### config.mk
export PLATFORM = sky130hd
export DESIGN_NAME = classifier_cfg_ctrl
export DESIGN_NICKNAME = d
export VERILOG_FILES = /design/src/rtl/classifier_pkg.sv /design/src/rtl/classifier_cfg_ctrl.sv
export SDC_FILE = /design/constraint.sdc
export NUM_CORES = 1
export LEC_CHECK = 0
export BUFFER_PORTS_ARGS = -buffer_cell sky130_fd_sc_hd__buf_2
export CORE_ASPECT_RATIO = 0.9
export CORE_MARGIN = 1
export CORE_UTILIZATION = 40
export CTS_BUF_LIST = sky130_fd_sc_hd__clkbuf_8
export DETAILED_ROUTE_END_ITERATION = 7
export PLACE_DENSITY_LB_ADDON = 0.1
export RECOVER_POWER = 25
export SLEW_MARGIN = 20
export SYNTH_ARGS = -nofsm -noshare
export SYNTH_HDL_FRONTEND = slang
export SYNTH_SLANG_ARGS = --single-unit
### constraint.sdc
create_clock -name clk -period 4.7 [get_ports clk]
set_input_delay 0.47 -clock clk [delete_from_list [all_inputs] [get_ports clk]]
set_output_delay 0.47 -clock clk [all_outputs]
set_load 0.02 [all_outputs]
### src/rtl/classifier_pkg.sv
// Shared definitions for the event classifier and its configuration sequencer.
// Holds the classifier event encodings, the configuration command opcodes,
// the READ selector codes, the reset defaults of the classifier settings and
// the commit validation rule.
package classifier_pkg;

    // Classifier event_out encodings
    localparam logic [1:0] EVENT_C = 2'b00;
    localparam logic [1:0] EVENT_B = 2'b01;
    localparam logic [1:0] EVENT_A = 2'b10;

    // Command opcodes (first byte of every command)
    localparam logic [7:0] OP_WR_A    = 8'h01;
    localparam logic [7:0] OP_WR_B    = 8'h02;
    localparam logic [7:0] OP_WR_TO   = 8'h03;
    localparam logic [7:0] OP_COMMIT  = 8'h04;
    localparam logic [7:0] OP_READ    = 8'h05;
    localparam logic [7:0] OP_CLR_ERR = 8'h06;

    // READ selector codes
    localparam logic [7:0] SEL_ACT_A    = 8'd0;
    localparam logic [7:0] SEL_ACT_B    = 8'd1;
    localparam logic [7:0] SEL_ACT_TO_H = 8'd2;
    localparam logic [7:0] SEL_ACT_TO_L = 8'd3;
    localparam logic [7:0] SEL_STATUS   = 8'd4;

    // Reset defaults and limits
    localparam logic [7:0]  DEF_A_THRESH = 8'd5;
    localparam logic [7:0]  DEF_B_THRESH = 8'd1;
    localparam logic [15:0] DEF_TIMEOUT  = 16'd10000;
    localparam logic [15:0] MIN_TIMEOUT  = 16'd16;
    localparam int          MAX_DEFER    = 4000;
    localparam int          DEFER_W      = $clog2(MAX_DEFER + 1);

    typedef enum logic [1:0] {
        ST_IDLE,
        ST_PAY1,
        ST_PAY2,
        ST_WAIT_SAFE
    } cfg_state_e;

    // A staged setting is only usable if class A is strictly harder to reach
    // than class B and the timeout is not unreasonably short.
    function automatic logic cfgSetValid(input logic [7:0]  threshA,
                                         input logic [7:0]  threshB,
                                         input logic [15:0] timeout);
        return (threshA > threshB) && (timeout >= MIN_TIMEOUT);
    endfunction

endpackage

### src/rtl/classifier_cfg_ctrl.sv
// Configuration sequencer for the event classifier.
// Parses a byte-serial command stream, stages threshold/timeout values in
// shadow registers and applies them atomically to the classifier once it
// reports EVENT_C, or after a bounded deferral.
// Ports:
//   clk, reset      - clock, asynchronous active-high reset
//   cfg_valid/data  - command/payload byte stream in
//   cfg_ready       - low only while a commit waits for a safe point
//   event_in        - classifier event_out
//   class_a_thresh, class_b_thresh, timeout_period - active settings out
//   commit_pending  - commit accepted, not yet applied
//   cfg_err         - sticky error flag, cleared by CLR_ERR
//   rd_valid/rd_data - one-cycle readback strobe and byte
module classifier_cfg_ctrl
    import classifier_pkg::*;
(
    input  logic        clk,
    input  logic        reset,
    input  logic        cfg_valid,
    input  logic [7:0]  cfg_data,
    output logic        cfg_ready,
    input  logic [1:0]  event_in,
    output logic [7:0]  class_a_thresh,
    output logic [7:0]  class_b_thresh,
    output logic [15:0] timeout_period,
    output logic        commit_pending,
    output logic        cfg_err,
    output logic        rd_valid,
    output logic [7:0]  rd_data
);

    localparam logic [DEFER_W-1:0] DEFER_LAST = DEFER_W'(MAX_DEFER - 1);

    cfg_state_e         state_q, state_d;
    logic [7:0]         op_q, op_d;
    logic [7:0]         msb_q, msb_d;
    logic [7:0]         shA_q, shA_d, shB_q, shB_d;
    logic [15:0]        shTo_q, shTo_d;
    logic [7:0]         actA_q, actA_d, actB_q, actB_d;
    logic [15:0]        actTo_q, actTo_d;
    logic               err_q, err_d;
    logic               rdValid_q, rdValid_d;
    logic [7:0]         rdData_q, rdData_d;
    logic [DEFER_W-1:0] defer_q, defer_d;
    logic               handshake;

    assign cfg_ready      = (state_q != ST_WAIT_SAFE);
    assign commit_pending = (state_q == ST_WAIT_SAFE);
    assign handshake      = cfg_valid && cfg_ready;

    assign class_a_thresh = actA_q;
    assign class_b_thresh = actB_q;
    assign timeout_period = actTo_q;
    assign cfg_err        = err_q;
    assign rd_valid       = rdValid_q;
    assign rd_data        = rdData_q;

    // All state, including shadow contents and any partial command, is
    // discarded by reset.
    always_ff @(posedge clk or posedge reset) begin
        if (reset) begin
            state_q   <= ST_IDLE;
            op_q      <= 8'h00;
            msb_q     <= 8'h00;
            shA_q     <= DEF_A_THRESH;
            shB_q     <= DEF_B_THRESH;
            shTo_q    <= DEF_TIMEOUT;
            actA_q    <= DEF_A_THRESH;
            actB_q    <= DEF_B_THRESH;
            actTo_q   <= DEF_TIMEOUT;
            err_q     <= 1'b0;
            rdValid_q <= 1'b0;
            rdData_q  <= 8'h00;
            defer_q   <= '0;
        end else begin
            state_q   <= state_d;
            op_q      <= op_d;
            msb_q     <= msb_d;
            shA_q     <= shA_d;
            shB_q     <= shB_d;
            shTo_q    <= shTo_d;
            actA_q    <= actA_d;
            actB_q    <= actB_d;
            actTo_q   <= actTo_d;
            err_q     <= err_d;
            rdValid_q <= rdValid_d;
            rdData_q  <= rdData_d;
            defer_q   <= defer_d;
        end
    end

    // Command parser and commit sequencer. rd_valid defaults low so it can
    // only ever be a single-cycle strobe; rd_data holds its last value.
    always_comb begin
        state_d   = state_q;
        op_d      = op_q;
        msb_d     = msb_q;
        shA_d     = shA_q;
        shB_d     = shB_q;
        shTo_d    = shTo_q;
        actA_d    = actA_q;
        actB_d    = actB_q;
        actTo_d   = actTo_q;
        err_d     = err_q;
        rdValid_d = 1'b0;
        rdData_d  = rdData_q;
        defer_d   = defer_q;

        case (state_q)
            ST_IDLE: begin
                if (handshake) begin
                    case (cfg_data)
                        OP_WR_A, OP_WR_B, OP_WR_TO, OP_READ: begin
                            op_d    = cfg_data;
                            state_d = ST_PAY1;
                        end
                        OP_COMMIT: begin
                            defer_d = '0;
                            state_d = ST_WAIT_SAFE;
                        end
                        OP_CLR_ERR: err_d = 1'b0;
                        default:    err_d = 1'b1;
                    endcase
                end
            end

            ST_PAY1: begin
                if (handshake) begin
                    state_d = ST_IDLE;
                    case (op_q)
                        OP_WR_A: shA_d = cfg_data;
                        OP_WR_B: shB_d = cfg_data;
                        OP_WR_TO: begin
                            msb_d   = cfg_data;
                            state_d = ST_PAY2;
                        end
                        OP_READ: begin
                            rdValid_d = 1'b1;
                            case (cfg_data)
                                SEL_ACT_A:    rdData_d = actA_q;
                                SEL_ACT_B:    rdData_d = actB_q;
                                SEL_ACT_TO_H: rdData_d = actTo_q[15:8];
                                SEL_ACT_TO_L: rdData_d = actTo_q[7:0];
                                SEL_STATUS:   rdData_d = {6'b0, err_q, commit_pending};
                                default: begin
                                    rdData_d = 8'hFF;
                                    err_d    = 1'b1;
                                end
                            endcase
                        end
                        default: ;
                    endcase
                end
            end

            ST_PAY2: begin
                if (handshake) begin
                    shTo_d  = {msb_q, cfg_data};
                    state_d = ST_IDLE;
                end
            end

            ST_WAIT_SAFE: begin
                // Apply on a quiet classifier, or force it once the deferral
                // budget is spent so a busy input cannot starve the commit.
                if ((event_in == EVENT_C) || (defer_q >= DEFER_LAST)) begin
                    if (cfgSetValid(shA_q, shB_q, shTo_q)) begin
                        actA_d  = shA_q;
                        actB_d  = shB_q;
                        actTo_d = shTo_q;
                    end else begin
                        err_d = 1'b1;
                    end
                    defer_d = '0;
                    state_d = ST_IDLE;
                end else if (defer_q != {DEFER_W{1'b1}}) begin
                    defer_d = defer_q + 1'b1;
                end
            end

            default: state_d = ST_IDLE;
        endcase
    end

endmodule

==> results of run 1 <==
==> worst max-delay path: stages, from the launching register on <==
cell and delay, ns:
dfstp_2 0.54, inv_1 0.05, ha_1 0.18, nor2b_1 0.11
o211ai_1 0.09, a211oi_1 0.24, o311ai_0 0.27, nor2_2 0.62
buf_4 0.41, mux2_2 0.38
==> power breakdown <==
| part | leakage [nW] | switching (W) | total (W) | internal [W] |
|---|---|---|---|---|
| logic | 1.20 | 0.0000620 | 0.0000926 | 0.0000305 |
| registers | 1.38 | 0.0000136 | 0.000925 | 0.000912 |
| clock network | 0.0985 | 0.000303 | 0.000545 | 0.000241 |
| total | 2.68 | 0.000379 | 0.00156 | 0.00118 |
==> area by class of cell <==
type,count,area share [%]
Tap cell,156,3.62
Timing Repair Buffer,59,5.61
Inverter,18,1.27
Multi-Input combinational cell,272,37.5
Clock inverter,7,1.16
Sequential cell,104,48.6
Clock buffer,9,2.29
==> cell families (layout without fill, tap and decap cells) <==
group / count (synthesis) / in the layout / synth area share (%)
buffers and inverters: 32 / 93 / 2.52
AND/OR/NAND/NOR: 102 / 102 / 11.2
adder cells (fa/ha/maj): 9 / 9 / 2.37
AO/OA/AOI/OAI: 78 / 78 / 9.60
XOR/XNOR: 7 / 7 / 1.29
multiplexers: 76 / 76 / 17.9
flip-flops: 104 / 104 / 55.1
==> worst paths after layout <==
check / start / to / slack (ns) / depth (start not counted)
hold / removal: cfg_data[0] / shA_q[0]$_DFFE_PP1P_ / 0.38 / 3
min in group asynchronous: reset / defer_q[4]$_DFFE_PP0P_ / 1.03 / 2
setup / recovery: shA_q[0]$_DFFE_PP1P_ / timeout_period[0]$_DFFE_PP0P_ / 1.67 / 9
max in group asynchronous: reset / class_b_thresh[0]$_DFFE_PP1P_ / 2.09 / 3
setup reg to reg: shA_q[0]$_DFFE_PP1P_ / timeout_period[0]$_DFFE_PP0P_ / 1.67 / 9
hold reg to reg: rd_data[0]$_DFFE_PP0P_ / rd_data[0]$_DFFE_PP0P_ / 0.48 / 2
==> sequential cells by signal, indices dropped and copies added (netlist names) <==
register,cells
timeout_period,16
defer_q,12
op_q,8
shA_q,8
rd_valid,1
state_q,2
class_a_thresh,8
rd_data,8
shTo_q,16
cfg_err,1
shB_q,8
class_b_thresh,8
msb_q,8
==> layer usage <==
metal,part of all wire (%),up-vias
met5,0,-
met4,0.86,0
met3,4.4,8
met2,43,72
met1,52,1670
li1,-,1578
==> through the flow <==
step	setup slack, ns	area [um2]
after CTS	1.66	5400
after floorplan	1.52	4760
after global routing	1.49	5400
after detailed placement	1.70	5210
final	1.67	5400
after global placement	1.75	5210
==> cell usage after synthesis, types with 3 or more instances <==
| cell type | number | area share, % |
|---|---|---|
| or2_2 | 3 | 0.39 |
| mux2_2 | 74 | 18 |
| o21ai_0 | 28 | 2.9 |
| and2_1 | 5 | 0.66 |
| and3_1 | 3 | 0.39 |
| nor2b_1 | 4 | 0.53 |
| nand4_1 | 5 | 0.66 |
| nand2b_1 | 6 | 0.79 |
| nand2_1 | 27 | 2.1 |
| nor2_1 | 21 | 1.7 |
| o211ai_1 | 4 | 0.63 |
| a21oi_1 | 26 | 2.7 |
| xor2_1 | 5 | 0.92 |
| ha_1 | 9 | 2.4 |
| nor4_1 | 3 | 0.39 |
| nor3_1 | 4 | 0.42 |
| clkbuf_1 | 14 | 1.1 |
| inv_1 | 18 | 1.4 |
| dfrtp_1 | 88 | 46 |
| dfstp_2 | 16 | 8.8 |
| a31oi_1 | 3 | 0.39 |
| nand3_1 | 11 | 1.2 |
==> results by group, run 1 <==
GRT
  • GRT overflow: 0
  • GR Util met2: 29.0%
  • Antenna violations before repair: 0
  • Vias in the first global route: about 3,200
  • M3 GR Usage: 5.29%
  • Pin count of the biggest net entering global routing: 75
  • Total track usage: between 20% and 30%
  • Most Crowded Layer GR: met1
  • First-pass GRT wire length: 18,400 um
  • M1 GR Usage: between 30 and 40%

Timing
  • Slew Limit Fails: 75
  • Max-Slew Margin vs Limit: -119%
  • Setup Viol. Count Final: 0
  • Final period util: 64.5%
  • Fin crit period: 3.03 ns
  • RSZ-0062 raised after global routing: false
  • Setup TNS: 0 ns
  • Clock Skews: approximately 0.011 ns
  • Worst-Margin Slew: 3.26 ns
  • Final Hold Slack: 0.379 ns
  • Final hold violation count: 0
  • Max Freq: 0.330 GHz

Floorplanning
  • Rows: 37
  • Die height: around 110 um
  • Core ar.: between 10,000 and 15,000 um2
  • I/O pin cnt: 57
  • Die ar.: between 10,000 and 15,000 um2
  • Horiz. Die Dim: roughly 120 um
  • Initial core utilization: roughly two fifths

Clock tree
  • CTS resizes: 0
  • CTS tree: built
  • Number of buffers created by CTS: 9
  • Clock latency on the worst-skew pair: 0.38 ns
  • Max clock buf depth: 2
  • Setup Buffers After CTS: 0
  • Count of hold-fix buffers inserted at cts: 0
  • Worst-path clk slew: 0.10 ns
  • # H-tree levels: 3
  • Root Buffer: clkbuf_8
  • Clock sink count: 104

Final layout
  • Layout cells sized above 1: 38.0%
  • Synthesis-to-layout area growth: 13.5%
  • Most frequent cells in the layout: 88 x dfrtp_1, 74 x mux2_2, 56 x buf_2, 28 x o21ai_0, 27 x nand2_1
  • Non-filler cells, final: 625
  • FILL cells: 1,063
  • Nets: 486
  • Commonest non-fill, non-tap cell in the layout: dfrtp_1
  • Multi-input gate area: between 2000 and 2500 um2
  • Finished Core Util: between 40% and 50%
  • Diode count: 0
  • Reg area: 2620 um2

Critical path
  • Worst setup SP type: flip-flop
  • Crit end category: flip-flop
  • CP Class: reg -> reg
  • Critical Path AT: ~3.3 ns
  • CP Max Fanout: 20
  • Critical Path RT: 4.96 ns

Yosys
  • Post-Syn Area per Cell: 11.7 um2
  • Synth Flop Type: dfrtp_1
  • Synth Register Bits: 104
  • Total nets after synthesis: 430
  • Synth async-reset ratio: 100%
  • Yosys warns: 0
  • Sequential area share after synthesis: 55.1%
  • Number of synthesized flops with an enable pin: 0
  • Post-Syn Instances: 408
  • Syn Std Cell Area: ~4800 um2
  • Synth cell types: 44

Route
  • 1st-iter DRT viols: 204
  • Via Count: 3,328
  • Drt first pass iters: 4
  • # DRC: 0
  • DRT antenna net count: 0
  • Drt total wl: 11,500 um
  • Vias/cell: about 5.3
  • Routed wire per std cell: 18.5 um

Place
  • Dpl hpwl: roughly 8000 um
  • GPL Wtd Cong: 0.807
  • Placed cells: between 600 and 700
  • IO buf count: 56

Job
  • Max_cap viols: 1

Pwr
  • Static Leak: 2.68 nW
  • Worst vdd ir: 0.208 mV
  • P per Cell Area: 289 nW/um2
  • Final Total Pwr: 0.00156 W

Hold path
  • Min-Delay Path Class: in -> reg

Status
  • Failing checks: max-capacitance violations, max-slew violations
  • Outcome: finished with violations
Power figures use the tool's default switching activity.
==> inputs of run 2 (changes only) <==
Clock period 4.7 ns to 3.1 ns, I/O delays scaled along.
==> run 2 against run 1 <==
  * The run still ends with max-capacitance violations, max-slew violations left
  * Critical path type unchanged
  * Register-to-register slack got worse by 1.1 ns
  * Non-clock buffer count is 3 higher
  * Sequential power up 51%
  * Worst setup slack got worse by 1.1 ns
  * Critical path depth fell by 1
  * Via count down 0.75%
  * Clock skew rose by 0.00071 ns
  * Wire length down 1.4%
  * Worst hold slack got worse by 0.15 ns
  * Final cell count up 0.32%
  * Total power rose by 51%
  * Sequential cell count stayed put
==> results by group, run 2 (same netlist as run 1, synthesis figures left out) <==
Critical path
  • CP Max Fanout: 32 (+60%)
  • Critical Path AT: 2.77 ns (-0.52 ns)
  • Slowest stage cell, crit path: o311ai_0
  • Crit end category: flip-flop
  • Worst setup SP type: flip-flop
  • CP Class: reg -> reg
  • Cell chain of the critical path: ha_1, nor2b_1, o211ai_1, a211oi_1, o311ai_0, nor2_2, buf_12, mux2_2
  • Buf+Inv Stages, Crit Path: 1 (-1)
  • Critical Path RT: 3.35 ns (-1.61 ns)
  • Max stage delay on crit path: 0.66 ns (+0.04 ns)
  • CP delay by family, top: compound AO/OA/AOI/OAI gates

GRT
  • First-pass GRT wire length: 18,200 um (-0.83%)
  • Vias in the first global route: 3,230 (-0.55%)
  • Total track usage: 20.1% (-0.48 points)
  • Pin count of the biggest net entering global routing: 60 (-20%)
  • GRT overflow: 0 (unchanged)
  • Antenna violations before repair: 0 (unchanged)

Place
  • Dpl hpwl: 7930 um (-1.3%)
  • Placed cells: 612 (+0.49%)
  • GPL Wtd Cong: 0.796 (-1.4%)
  • Setup WS pre-CTS: 0.585 ns (-1.12 ns)
  • IO buf count: 56 (unchanged)
  • Placed Area: 5260 um2 (+0.91%)

Timing
  • Max-Slew Margin vs Limit: -50.1% (+69 points)
  • Setup WS post-layout: 0.582 ns (-1.09 ns)
  • Fin crit period: 2.52 ns (-0.511 ns)
  • Final hold violation count: 0 (unchanged)
  • Setup TNS: 0 ns (unchanged)
  • Max Freq: 0.397 GHz (+20%)
  • Final period util: 81.2% (+17 points)
  • Worst-Margin Slew: 2.25 ns (-1.02 ns)
  • Slew Limit Fails: 59 (-21%)
  • Setup Viol. Count Final: 0 (unchanged)
  • RSZ-0062 raised after global routing: false
  • Clock Skews: 0.0120 ns (+0.000712 ns)

Final layout
  • Multi-input gate area: 2020 um2 (-0.25%)
  • Post-route cell area: 5430 um2 (+0.65%)
  • Reg area: 2620 um2 (unchanged)
  • Most frequent cells in the layout: 88 x dfrtp_1, 74 x mux2_2, 56 x buf_2, 28 x o21ai_0, 27 x nand2_1
  • FILL cells: 1,068 (+0.47%)
  • Diode count: 0 (unchanged)
  • Non-filler cells, final: 627 (+0.32%)
  • Synthesis-to-layout area growth: 14.2%
  • Nets: 489 (+0.62%)
  • Finished Core Util: 47.1% (+0.30 points)
  • Commonest non-fill, non-tap cell in the layout: dfrtp_1
  • Layout cells sized above 1: 37.2% (-0.80 points)

Status
  • Failing checks: max-capacitance violations, max-slew violations
  • Outcome: finished with violations

Route
  • # DRC: 0 (unchanged)
  • Drt total wl: 11,400 um (-1.4%)
  • 1st-iter DRT viols: 192 (-5.9%)
  • DRT antenna net count: 0 (unchanged)
  • Drt first pass iters: 4 (unchanged)
  • Routed wire per std cell: 18.2 um (-1.7%)
  • Vias/cell: 5.27 (-1.1%)
  • Via Count: 3,303 (-0.75%)

Floorplanning
  • Initial core utilization: 41.3% (unchanged)
  • Rows: 37 (unchanged)
  • I/O pin cnt: 57 (unchanged)
  • Die height: 105 um (unchanged)
  • Horiz. Die Dim: 117 um (unchanged)
  • Core ar.: 11,500 um2 (unchanged)
  • Die ar.: 12,300 um2 (unchanged)

Clock tree
  • CTS resizes: 0 (unchanged)
  • Worst-path clk slew: 0.10 ns (about the same)
  • Max clock buf depth: 2 (unchanged)
  • CTS tree: built
  • Clock sink count: 104 (unchanged)
  • Root Buffer: clkbuf_8
  • Clock latency on the worst-skew pair: 0.37 ns (about the same)
  • Number of buffers created by CTS: 9 (unchanged)
  • # H-tree levels: 3 (unchanged)
  • Setup Buffers After CTS: 0 (unchanged)
  • Count of hold-fix buffers inserted at cts: 0 (unchanged)

Pwr
  • P per Cell Area: 434 nW/um2 (+50%)
  • Sw Share: 24.1% (-0.14 points)
  • Switching power: 0.000569 W (+50%)
  • Logic pwr share: 6.0% (about the same)
  • Int Power: 0.00179 W (+51%)
  • Clock Power Share: 34.6% (-0.3 points)
  • Worst vdd ir: 0.245 mV (+17%)
  • Static Leak: 2.70 nW (+0.85%)
  • Sequential power share: 59.4% (+0.2 points)

Hold path
  • Min-Delay Path Class: in -> reg

Job
  • Max_cap viols: 1 (unchanged)
run 2: final cells by class:
cell class | count | share of cell area (%)
tap | 156 | 3.59
clock buffer | 9 | 2.28
clock inverter | 6 | 1.04
sequential | 104 | 48.3
inverter | 18 | 1.24
multi-input combinational | 272 | 37.1
timing repair buffer | 62 | 6.45
run 2: layer usage:
layer  up-vias  share of wire (%)  wire length, um  global-route usage [%]
li1       1570                  -                -                       -
met1      1655                 51             5770                    30.9
met2        70                 45             5070                    28.3
met3         8                3.9              440                    4.14
met4         0               0.91              104                    5.70
met5         -                  0                0                       0
run 2: worst reg2reg max path, delay by kind of cell, from the launching register on:
family,cells,cell delay [ns]
compound gates,3,0.94
flops,1,0.41
fa+ha+maj,1,0.31
mux,1,0.30
simple gates,2,0.23
buf+inv,1,0.21
run 2: per-stage QoR:
step / power (W) / hold slack [ns]
finish: 0.00236 / 0.225
global route: 0.00248 / 0.217
CTS: 0.00239 / 0.0850
detailed placement: 0.00157 / 0.467
global placement: 0.00157 / 0.457
floorplan: 0.00151 / 0.419
run 2: path summary, 6_finish.rpt:
kind	startpoint	to	slack [ns]	cells after the start
worst min register to register	rd_data[6]$_DFFE_PP0P_	rd_data[6]$_DFFE_PP0P_	0.48	2
worst max-delay path	shA_q[1]$_DFFE_PP0P_	timeout_period[0]$_DFFE_PP0P_	0.58	8
worst min-delay path	cfg_data[7]	shB_q[7]$_DFFE_PP0P_	0.22	2
min in group asynchronous	reset	msb_q[0]$_DFFE_PP0P_	0.69	2
worst max register to register	shA_q[1]$_DFFE_PP0P_	timeout_period[0]$_DFFE_PP0P_	0.58	8
max in group asynchronous	reset	class_b_thresh[2]$_DFFE_PP0P_	1.12	2
run 2: power by group through the flow:
| stage | registers [W] | logic (W) | clock network [W] |
|---|---|---|---|
| 5_1_grt | 0.00141 | 0.000160 | 0.000911 |
| 2_1_floorplan | 0.00142 | 0.0000917 | 0 |
| 4_1_cts | 0.00140 | 0.000144 | 0.000847 |
| 3_5_place_dp | 0.00143 | 0.000143 | 0 |
| 3_3_place_gp | 0.00143 | 0.000142 | 0 |
| 6_report | 0.00140 | 0.000141 | 0.000817 |
==> inputs of run 3 (changes only) <==
Clock period 3.1 ns to 2.1 ns, I/O delays scaled along.
==> run 3 against run 2 <==
  * Largest cell class unchanged
  * Largest power group unchanged
  * Wire length rose by 5.6%
  * The flow finishes with violations (negative setup slack)
  * Clock power rose by 53%
  * Critical path type unchanged
  * Utilization rose by 6.4 points
==> results by group, run 3 (same netlist as run 1, synthesis figures left out) <==
Status
  • Outcome: finished with violations
  • Failing checks: negative setup slack

Critical path
  • Slowest stage cell, crit path: dfstp_2
  • CP Max Fanout: 13 (-59%)
  • FF-to-FF Start: shA_q[0]$_DFFE_PP1P_
  • Worst setup SP type: flip-flop
  • Buf+Inv Stages, Crit Path: 3 (+2)
  • Cell chain of the critical path: inv_2, ha_4, nor2b_4, o211ai_1, a211oi_2, o311ai_4, nor2_4, buf_6, buf_12, mux2_4
  • Critical Path AT: 2.49 ns (-0.28 ns)
  • Setup slack, reg-to-reg: -0.14 ns (-0.72 ns)
  • R2R Path End: timeout_period[6]$_DFFE_PP0P_
  • CP delay by family, top: flip-flops
  • Max stage delay on crit path: 0.55 ns (-0.11 ns)
  • CP Class: reg -> reg
  • Worst r2r path cells: 10 (+2)
  • Critical Path RT: 2.36 ns (-0.99 ns)
  • Crit end category: flip-flop

Place
  • Dpl hpwl: 8540 um (+7.8%)
  • Setup WS pre-CTS: -0.234 ns (-0.819 ns)
  • GPL Wtd Cong: 0.808 (+1.5%)
  • Placed cells: 658 (+7.5%)
  • IO buf count: 56 (unchanged)

Route
  • Wire length on met1: 5640 um (-2.3%)
  • Routed wl met3: 536 um (+22%)
  • DRT antenna net count: 0 (unchanged)
  • Via Count: 3,572 (+8.1%)
  • Drt first pass iters: 6 (+2)
  • Routed wire per std cell: 17.6 um (-2.8%)
  • Drt total wl: 12,000 um (+5.6%)
  • # DRC: 0 (unchanged)
  • DR WL met2: 5690 um (+12%)
  • Top sig layer: met4
  • Vias/cell: 5.25 (-0.43%)
  • 1st-iter DRT viols: 176 (-8.3%)

Timing
  • Setup WS post-layout: -0.137 ns (-0.719 ns)
  • Setup TNS: -3.24 ns (-3.24 ns)
  • Worst-Margin Slew: 1.41 ns (-0.839 ns)
  • Final hold violation count: 0 (unchanged)
  • Clock Skews: 0.0101 ns (-0.00187 ns)
  • Fin crit period: 2.24 ns (-0.281 ns)
  • Max-Slew Margin vs Limit: 6.02% (+56 points)
  • Setup Viol. Count Final: 37 (+37)
  • Final period util: 107% (+25 points)
  • Max Freq: 0.447 GHz (+13%)
  • Slew Limit Fails: 0 (-100%)
  • RSZ-0062 raised after global routing: true

Final layout
  • Non-filler cells, final: 681 (+8.6%)
  • Commonest non-fill, non-tap cell in the layout: dfrtp_1
  • Nets: 542 (+11%)
  • Layout cells sized above 1: 48.0% (+11 points)
  • FILL cells: 1,043 (-2.3%)
  • Synthesis-to-layout area growth: 29.8%
  • Most frequent cells in the layout: 88 x dfrtp_1, 55 x buf_2, 45 x mux2_2, 45 x buf_4, 29 x mux2_4
  • Diode count: 0 (unchanged)

Clock tree
  • Clock sink count: 104 (unchanged)
  • CTS tree: built
  • Worst-path clk slew: 0.10 ns (about the same)
  • Count of hold-fix buffers inserted at cts: 0 (unchanged)
  • # H-tree levels: 3 (unchanged)
  • Max clock buf depth: 2 (unchanged)
  • Number of buffers created by CTS: 9 (unchanged)
  • Clock latency on the worst-skew pair: 0.37 ns (about the same)
  • Root Buffer: clkbuf_8

GRT
  • First-pass GRT wire length: 19,200 um (+5.4%)
  • Antenna violations before repair: 0 (unchanged)
  • Vias in the first global route: 3,604 (+12%)
  • Pin count of the biggest net entering global routing: 105 (+75%)
  • GRT overflow: 0 (unchanged)
  • Total track usage: 20.9% (+0.80 points)

Floorplanning
  • Core ar.: 11,500 um2 (unchanged)
  • I/O pin cnt: 57 (unchanged)
  • Die height: 105 um (unchanged)
  • Initial core utilization: 41.3% (unchanged)
  • Horiz. Die Dim: 117 um (unchanged)
  • Rows: 37 (unchanged)
  • Die ar.: 12,300 um2 (unchanged)

Job
  • Max_cap viols: 0 (-1)

Pwr
  • Final Total Pwr: 0.00358 W (+52%)
  • P per Cell Area: 580 nW/um2 (+34%)
  • Worst vdd ir: 0.431 mV (+76%)
  • Static Leak: 3.01 nW (+11%)

Hold path
  • Hold Crit Depth: 3 (+1)
  • Min-Delay Path Class: in -> reg
  • Hold Startpoint: cfg_data[5]
  • WHS Endpoint: shB_q[5]$_DFFE_PP0P_
run 3: cell count changes in the layout (fill, tap and decap cells not counted), moves of 3 or more:
cell / delta
buf_6: +8
mux2_2: -29
mux2_4: +29
nor2_1: -3
buf_4: +41
inv_1: -5
ha_1: -3
run 3: cell type report:
type	instances	area [um2]	share of cell area (%)
Sequential cell	104	2620	42.5
Multi-Input combinational cell	272	2280	36.8
Clock inverter	6	60.1	0.972
Clock buffer	10	138	2.23
Timing Repair Buffer	115	815	13.2
Inverter	18	71.3	1.15
Tap cell	156	195	3.16
run 3: layer usage:
| metal | track usage [%] | vias to the layer above |
|---|---|---|
| li1 | - | 1678 |
| met4 | 5.79 | 0 |
| met5 | 0 | - |
| met2 | 33.2 | 105 |
| met1 | 28.9 | 1775 |
| met3 | 4.26 | 14 |
run 3: where the power goes:
part	internal, W	total (W)	switching [W]
clock	0.000578	0.00125	0.000675
combinational	0.000108	0.000264	0.000156
sequential	0.00204	0.00207	0.0000283
total	0.00273	0.00358	0.000859
run 3: worst reg2reg max path, cell delays in order (launching register included):
cell and delay [ns]:
dfstp_2 0.55, inv_2 0.05, ha_4 0.15, nor2b_4 0.09, o211ai_1 0.12, a211oi_2 0.28, o311ai_4 0.13, nor2_4 0.15
buf_6 0.13, buf_12 0.15, mux2_4 0.32
run 3: worst max-delay path by stage:
stage                                start                              to  cells after the start
finish                shA_q[0]$_DFFE_PP1P_   timeout_period[6]$_DFFE_PP0P_                     10
global route          shA_q[0]$_DFFE_PP1P_  timeout_period[14]$_DFFE_PP0P_                     10
floorplan           state_q[1]$_DFFE_PP0P_          defer_q[5]$_DFFE_PP0P_                      6
global placement               cfg_data[7]          defer_q[5]$_DFFE_PP0P_                      7
detailed placement             cfg_data[7]          defer_q[5]$_DFFE_PP0P_                      7
CTS                   shA_q[0]$_DFFE_PP1P_   class_a_thresh[6]$_DFFE_PP0P_                      9
run 3: repair_timing:
action                     CTS  global route
setup endpoints to repair   37            50
pin swaps                    4             2
setup buffers                2             5
cloned                       0             1
gates resized for setup     13            29
run 3: metrics by stage:
stage          cell area, um2  utilization [%]  hold WS [ns]
2_1_floorplan            4900                -         0.319
3_3_place_gp             5740             49.8         0.416
3_5_place_dp             5740             49.8         0.420
4_1_cts                  6020             52.2        0.0111
5_1_grt                  6180             53.6         0.199
6_report                 6180             53.6         0.203
